### src/rtl/ctrl_pkg.sv
// Shared constants for the ID-stage controller: opcodes, control-word layout, width codes, sequencer states.
// Purely declarative; no logic, no latency.
package ctrl_pkg;

   localparam int CTRL_W = 15;
   localparam int CNT_W  = 5;

   // Control word bit offsets, LSB first
   localparam int B_JAL      = 0;
   localparam int B_REGWRITE = 1;
   localparam int B_MEMTOREG = 2;
   localparam int B_WWIDTH   = 3;
   localparam int B_RWIDTH   = 5;
   localparam int B_WEN      = 7;
   localparam int B_REN      = 8;
   localparam int B_ALUSRC1  = 9;
   localparam int B_ALUSRC0  = 11;
   localparam int B_REGDST   = 12;
   localparam int B_REGSRC1  = 13;
   localparam int B_REGSRC0  = 14;

   localparam logic [1:0] WORD = 2'd0;
   localparam logic [1:0] HALF = 2'd1;
   localparam logic [1:0] BYTE = 2'd2;

   localparam logic [CTRL_W-1:0] BUBBLE = '0;

   localparam logic [5:0] OP_RTYPE  = 6'b000000;
   localparam logic [5:0] OP_REGIMM = 6'b000001;
   localparam logic [5:0] OP_J      = 6'b000010;
   localparam logic [5:0] OP_JAL    = 6'b000011;
   localparam logic [5:0] OP_BEQ    = 6'b000100;
   localparam logic [5:0] OP_BNE    = 6'b000101;
   localparam logic [5:0] OP_BLEZ   = 6'b000110;
   localparam logic [5:0] OP_BGTZ   = 6'b000111;
   localparam logic [5:0] OP_ADDI   = 6'b001000;
   localparam logic [5:0] OP_SLTI   = 6'b001010;
   localparam logic [5:0] OP_ANDI   = 6'b001100;
   localparam logic [5:0] OP_ORI    = 6'b001101;
   localparam logic [5:0] OP_XORI   = 6'b001110;
   localparam logic [5:0] OP_MUL    = 6'b011100;
   localparam logic [5:0] OP_LB     = 6'b100000;
   localparam logic [5:0] OP_LH     = 6'b100001;
   localparam logic [5:0] OP_LW     = 6'b100011;
   localparam logic [5:0] OP_SB     = 6'b101000;
   localparam logic [5:0] OP_SH     = 6'b101001;
   localparam logic [5:0] OP_SW     = 6'b101011;

   localparam logic [5:0] FN_SLL = 6'b000000;
   localparam logic [5:0] FN_SRL = 6'b000010;
   localparam logic [5:0] FN_JR  = 6'b001000;

   typedef enum logic {S_IDLE, S_MUL_BUSY} seq_state_t;

endpackage

### src/rtl/ctrl_decode.sv
// Combinational opcode/funct decoder: control word, illegal flag and source-register usage.
// Zero latency; no flow control (an invalid slot decodes to an all-zero word).
module ctrl_decode
   import ctrl_pkg::*;
(
   input  logic [5:0]        opcode,
   input  logic [5:0]        funct,
   input  logic              id_valid,
   output logic [CTRL_W-1:0] ctrl,
   output logic              illegal,
   output logic              rs_used,
   output logic              rt_used
);

   logic [CTRL_W-1:0] c;
   logic              ill;
   logic              rs_u;
   logic              rt_u;

   always_comb begin
      c    = BUBBLE;
      ill  = 1'b0;
      rs_u = 1'b1;
      rt_u = 1'b0;
      case (opcode)
         OP_RTYPE: begin
            rt_u = 1'b1;
            if (funct != FN_JR) begin
               c[B_REGDST]   = 1'b1;
               c[B_MEMTOREG] = 1'b1;
               c[B_REGWRITE] = 1'b1;
               if (funct == FN_SLL || funct == FN_SRL) begin
                  rs_u          = 1'b0;
                  c[B_ALUSRC0]  = 1'b1;
               end
            end
         end
         OP_MUL: begin
            rt_u          = 1'b1;
            c[B_REGDST]   = 1'b1;
            c[B_MEMTOREG] = 1'b1;
            c[B_REGWRITE] = 1'b1;
         end
         OP_LW, OP_LH, OP_LB: begin
            c[B_ALUSRC1 +: 2] = 2'd1;
            c[B_REN]          = 1'b1;
            c[B_REGWRITE]     = 1'b1;
            c[B_RWIDTH +: 2]  = (opcode == OP_LW) ? WORD : (opcode == OP_LH) ? HALF : BYTE;
         end
         OP_SW, OP_SH, OP_SB: begin
            rt_u              = 1'b1;
            c[B_ALUSRC1 +: 2] = 2'd1;
            c[B_WEN]          = 1'b1;
            c[B_WWIDTH +: 2]  = (opcode == OP_SW) ? WORD : (opcode == OP_SH) ? HALF : BYTE;
         end
         OP_BEQ, OP_BNE: begin
            rt_u          = 1'b1;
            c[B_REGSRC0]  = 1'b1;
         end
         // Compare-against-zero branches take the second operand from $0
         OP_REGIMM, OP_BGTZ, OP_BLEZ: begin
            c[B_REGSRC0] = 1'b1;
            c[B_REGSRC1] = 1'b1;
         end
         OP_J: begin
            rs_u              = 1'b0;
            c[B_ALUSRC1 +: 2] = 2'd2;
         end
         OP_JAL: begin
            rs_u              = 1'b0;
            c[B_ALUSRC1 +: 2] = 2'd2;
            c[B_REGWRITE]     = 1'b1;
            c[B_JAL]          = 1'b1;
         end
         OP_ADDI, OP_ANDI, OP_ORI, OP_XORI, OP_SLTI: begin
            c[B_ALUSRC1 +: 2] = 2'd1;
            c[B_MEMTOREG]     = 1'b1;
            c[B_REGWRITE]     = 1'b1;
         end
         default: ill = 1'b1;
      endcase
      if (!id_valid || ill) begin
         c    = BUBBLE;
         rs_u = 1'b0;
         rt_u = 1'b0;
      end
   end

   assign ctrl    = c;
   assign illegal = ill & id_valid;
   assign rs_used = rs_u;
   assign rt_used = rt_u;

endmodule

### src/rtl/ctrl_hazard_stage.sv
// ID/EX control register with load-use interlock, multi-cycle mul sequencer, external hold and flush.
// 1-cycle decode-to-EX latency; holds PC and IF/ID (PC_Write/IFID_Write low) on stall, mul busy or hazard.
module ctrl_hazard_stage
   import ctrl_pkg::*;
#(
   parameter int MUL_CYCLES = 3,
   parameter int REG_AW     = 5
)(
   input  logic              Clk,
   input  logic              Reset,
   input  logic [31:0]       Instruction,
   input  logic              ID_Valid,
   input  logic              Flush,
   input  logic              Ext_Stall,
   output logic [CTRL_W-1:0] Ctrl_EX,
   output logic [REG_AW-1:0] Dest_EX,
   output logic              Valid_EX,
   output logic              Illegal_EX,
   output logic              PC_Write,
   output logic              IFID_Write,
   output logic              Busy
);

   logic [5:0]        opcode;
   logic [REG_AW-1:0] rs, rt, rd;
   logic [CTRL_W-1:0] dec_ctrl;
   logic              dec_ill, rs_used, rt_used;
   logic [REG_AW-1:0] dec_dest;
   logic              hazard, mul_id;
   logic              unused_shamt;

   seq_state_t        state_q, state_d;
   logic [CNT_W-1:0]  cnt_q, cnt_d;
   logic [CTRL_W-1:0] ctrl_d;
   logic [REG_AW-1:0] dest_d;
   logic              valid_d, ill_d;

   assign opcode       = Instruction[31:26];
   assign rs           = REG_AW'(Instruction[25:21]);
   assign rt           = REG_AW'(Instruction[20:16]);
   assign rd           = REG_AW'(Instruction[15:11]);
   assign unused_shamt = ^Instruction[10:6];

   ctrl_decode u_decode (
      .opcode   (opcode),
      .funct    (Instruction[5:0]),
      .id_valid (ID_Valid),
      .ctrl     (dec_ctrl),
      .illegal  (dec_ill),
      .rs_used  (rs_used),
      .rt_used  (rt_used)
   );

   assign dec_dest = dec_ctrl[B_JAL]    ? REG_AW'(31) :
                     dec_ctrl[B_REGDST] ? rd : rt;

   assign mul_id = ID_Valid & (opcode == OP_MUL);

   assign hazard = Valid_EX & Ctrl_EX[B_REN] & (Dest_EX != '0) &
                   ((rs_used & (rs == Dest_EX)) | (rt_used & (rt == Dest_EX)));

   assign Busy       = (state_q == S_MUL_BUSY);
   assign PC_Write   = Flush | ~(Ext_Stall | Busy | hazard);
   assign IFID_Write = PC_Write;

   always_comb begin
      state_d = state_q;
      cnt_d   = cnt_q;
      ctrl_d  = Ctrl_EX;
      dest_d  = Dest_EX;
      valid_d = Valid_EX;
      ill_d   = Illegal_EX;
      if (Flush) begin
         ctrl_d  = BUBBLE;
         dest_d  = '0;
         valid_d = 1'b0;
         ill_d   = 1'b0;
         state_d = S_IDLE;
         cnt_d   = '0;
      end else if (Ext_Stall) begin
         state_d = state_q;
      end else if (state_q == S_MUL_BUSY) begin
         ctrl_d  = BUBBLE;
         dest_d  = '0;
         valid_d = 1'b0;
         ill_d   = 1'b0;
         cnt_d   = cnt_q - 1'b1;
         if (cnt_q == CNT_W'(1))
            state_d = S_IDLE;
      end else if (hazard) begin
         ctrl_d  = BUBBLE;
         dest_d  = '0;
         valid_d = 1'b0;
         ill_d   = 1'b0;
      end else begin
         ctrl_d  = dec_ctrl;
         dest_d  = dec_dest;
         valid_d = ID_Valid;
         ill_d   = dec_ill;
         // The mul itself issues now; the sequencer only blocks what follows it
         if (mul_id && MUL_CYCLES > 1) begin
            state_d = S_MUL_BUSY;
            cnt_d   = CNT_W'(MUL_CYCLES - 1);
         end
      end
   end

   always_ff @(posedge Clk or posedge Reset) begin
      if (Reset) begin
         state_q    <= S_IDLE;
         cnt_q      <= '0;
         Ctrl_EX    <= BUBBLE;
         Dest_EX    <= '0;
         Valid_EX   <= 1'b0;
         Illegal_EX <= 1'b0;
      end else begin
         state_q    <= state_d;
         cnt_q      <= cnt_d;
         Ctrl_EX    <= ctrl_d;
         Dest_EX    <= dest_d;
         Valid_EX   <= valid_d;
         Illegal_EX <= ill_d;
      end
   end

endmodule

### config.mk
export PLATFORM = sky130hd
export DESIGN_NAME = ctrl_hazard_stage
export DESIGN_NICKNAME = d
export VERILOG_FILES = /design/src/rtl/ctrl_pkg.sv /design/src/rtl/ctrl_decode.sv /design/src/rtl/ctrl_hazard_stage.sv
export SDC_FILE = /design/constraint.sdc
export NUM_CORES = 1
export LEC_CHECK = 0
export BUFFER_PORTS_ARGS = -buffer_cell sky130_fd_sc_hd__buf_4
export CORE_MARGIN = 10
export CORE_UTILIZATION = 47
export CTS_BUF_LIST = sky130_fd_sc_hd__clkbuf_4 sky130_fd_sc_hd__clkbuf_8
export CTS_CLUSTER_DIAMETER = 40
export CTS_CLUSTER_SIZE = 12
export DETAILED_ROUTE_END_ITERATION = 7
export PLACE_DENSITY_LB_ADDON = 0.15
export SLEW_MARGIN = 15
export SYNTH_ARGS = -nofsm -noshare
export SYNTH_HDL_FRONTEND = slang
export SYNTH_HIERARCHICAL = 1
export SYNTH_SLANG_ARGS = --single-unit
export TNS_END_PERCENT = 50
### constraint.sdc
create_clock -name Clk -period 4.9 [get_ports Clk]
set_clock_uncertainty 0.05 [all_clocks]
set_input_delay 0.49 -clock Clk [delete_from_list [all_inputs] [get_ports Clk]]
set_output_delay 0.49 -clock Clk [all_outputs]
set_load 0.02 [all_outputs]
==> summary.md <==
| Metric | Value |
|---|---|
| Ports | 62 |
| Gpl congestion | 0.859 |
| Port Buffers | 56 |
| Setup Buffers After CTS | 0 |
| Hold Crit Class | input port to asynchronous set/reset pin |
| Register area | 701 um2 |
| MaxCap Viol Count | 0 |
| Min Hold Slack | 0.416 ns |
| VDD IR max | 0.0939 mV |
| Ys async rst share | 100% |
| DRC viols | 0 |
| Count of different cell masters after synthesis | 47 |
| Worst path top cell family by delay | compound AO/OA/AOI/OAI gates |
| Cell Rows | 22 |
| CP max-delay cell | o22ai_1 |
| Share of cells above drive strength 1 | 29.9% |
| First-pass GRT wire length | 8300 um |
| Remaining Overflow, GRT | 0 |
| Worst rel slew slack | 30.6% |
| Number of flops mapped to enable cells by yosys | 0 |
| Number of buffer and inverter stages on the critical path | 2 |
| Top cell type by total area after synthesis | dfrtp_1 |
| Post-cts sizing count | 0 |
| Clock Latency Late Sink | 0.27 ns |
| Most numerous cell in the Yosys netlist | dfrtp_1 |
| CTS Sinks | 28 |
| Final period utilization | 65.6% |
| Critical R2R Launch | Dest_EX[0]$_DFFE_PP0P_ |
| Crit Path Class | input port to output port |
| Detail Route Antenna Nets | 0 |
| Chip width | 83.2 um |
| TritonCTS clock tree | yes |
| Seq/Total Area, Yosys | 37.4% |
| Critical-path cell list | buf_4 -> a21o_1 -> a221oi_2 -> o21ai_2 -> a31oi_1 -> nand2_1 -> o22ai_1 -> a21oi_1 -> a21o_1 -> buf_4 |
| Post-Syn Area | 1870 um2 |
| Outcome | complete, no violations |
| Setup violations, final | 0 |
| Synthesis Warnings | 6 |
| Max Slew Vio Count | 0 |
| Startpoint Class | input port |
| Dominant cells by area after synthesis | dfrtp_1 (37%), a22o_1 (10%), xnor2_1 (4.7%) |
| Initial DRC Count | 86 |
| Type of element capturing the critical path | output port |
| Via count | 1649 |
| Power per cell area | 205 nW/um2 |
| Crit path DAT | 2.67 ns |
| Routed vias/inst | 5.65 |
| Post-CTS Hold Buffers | 0 |
| Yosys reg bits | 28 |
| Clk buf depth | 2 |
| Root buffer cell | clkbuf_8 |
| Antenna Cells | 0 |
| Most used DFF post-synth | dfrtp_1 |
| Largest net degree at the start of global routing | 29 |
| Dpl hpwl | 3620 um |
| Die Ht | 83.2 um |
| Drt total wl | 4810 um |
| Crit path largest cell delay | 0.39 ns |
| Cells after Synth | 197 |
| GRT Util Overall | 13.8% |
| Slew @ Worst Pin | 1.04 ns |
| FMAX | 0.311 GHz |
| Top-area cell type share of the netlist area | 37.4% |
| Starting Density | 49.7% |
| Setup repair after global routing missed its margin | no |
| Post-synth top cells | dfrtp_1 (28), a22o_1 (22), nor2_1 (18) |
| Syn avg cell area | 9.51 um2 |
| Flop-to-flop setup slack | 2.57 ns |
| Worst-path fanout max | 15 |
| Area grow syn2layout | 25.0% |
| Fin crit period | 3.21 ns |
| Num CTS Buffers | 3 |
| Die Area | 6910 um2 |
| Vias in the first global route | 1661 |
| WL/cell | 16.5 um |
| Lkg Pwr | 1.06 nW |
| Core area | 3770 um2 |
| Clk slew on worst S/H paths | 0.10 ns |
| Fill count | 324 |
| Synth Net Count | 236 |
| Drt pass-1 iters | 4 |
| Total area of multi-input combinational cells | 1070 um2 |
| Worst path required time | 4.36 ns |
| Final hold violations | 0 |
| Setup TNS | 0 ns |
| # nets final | 284 |
| H-tree depth | 1 |
| Core Util, Final | 62.1% |
| Reg2Reg Depth | 5 |
| FF-to-FF End | Ctrl_EX[14]$_DFFE_PP0P_ |
| Initial antenna violation count | 0 |
## kinds of logic after synthesis
group                      share of synthesized area, %
adders and majority gates                          1.33
AOI/OAI and AO/OA                                  26.6
DFF                                                37.4
buffers and inverters                              5.54
and+or+nand+nor                                    23.0
xor gates and xnor gates                           5.61
muxes                                             0.534
## state kept, by name, summed over array words and instances (netlist names)
signal,cells
Ctrl_EX,15
Dest_EX,5
Valid_EX,1
Illegal_EX,1
cnt_q,5
Busy,1
## per-layer routing
metal | GRT usage, % | wire length, um | vias up | share of wire [%]
li1 | - | - | 825 | -
met1 | 20.1 | 2430 | 776 | 50
met2 | 19.1 | 2010 | 46 | 42
met3 | 4.20 | 349 | 2 | 7.3
met4 | 3.23 | 22 | 0 | 0.46
met5 | 0 | 0 | - | 0
## placed cells by master (no fill, tap or decap), types with 3 or more instances in the layout
master	instances
a211o_1	5
a21oi_1	10
a22o_1	22
buf_4	58
clkbuf_8	4
dfrtp_1	28
inv_1	6
nand2_1	11
nand2b_1	6
nand3_1	7
nand4_1	3
nor2_1	18
nor2b_1	7
nor3_1	4
nor4_1	3
o21ai_0	3
or3_1	3
xnor2_1	10
## worst reg2reg max path: cells and delay by family, from the launching register on
family          cells  cell delay (ns)
buf+inv             1             0.32
flops               1             0.45
simple gates        1             0.41
compound gates      3             1.04
## stage by stage
| stage | worst slack [ns] | total power [mW] | std cells | instance area, um2 |
|---|---|---|---|---|
| floorplan | 2.12 | 0.305 | 197 | 1870 |
| global placement | 1.76 | 0.343 | 288 | 2290 |
| detailed placement | 1.72 | 0.344 | 288 | 2290 |
| CTS | 1.71 | 0.484 | 292 | 2340 |
| global route | 1.55 | 0.506 | 292 | 2340 |
| finish | 1.69 | 0.482 | 292 | 2340 |
## power breakdown
group          internal, mW  leakage, nW  switching, mW
Clock                0.0719       0.0288         0.0712
Combinational        0.0463        0.646         0.0519
Sequential            0.235        0.387        0.00560
Total                 0.353         1.06          0.129
## area by class of cell
class,count,share of cell area (%)
clock buffer,4,2.35
inverter,6,0.961
multi-input combinational,148,45.6
sequential,28,29.9
tap,48,2.56
timing repair buffer,58,18.6
## worst max-delay path by stage
stage | startpoint | endpoint | slack, ns | cells past startpoint
floorplan | Instruction[26] | PC_Write | 2.12 | 9
global placement | Instruction[26] | IFID_Write | 1.76 | 10
detailed placement | Instruction[26] | IFID_Write | 1.72 | 10
CTS | Instruction[26] | IFID_Write | 1.71 | 10
global route | Instruction[26] | IFID_Write | 1.55 | 10
finish | Instruction[26] | IFID_Write | 1.69 | 10
(Power assumes the default switching activity.)
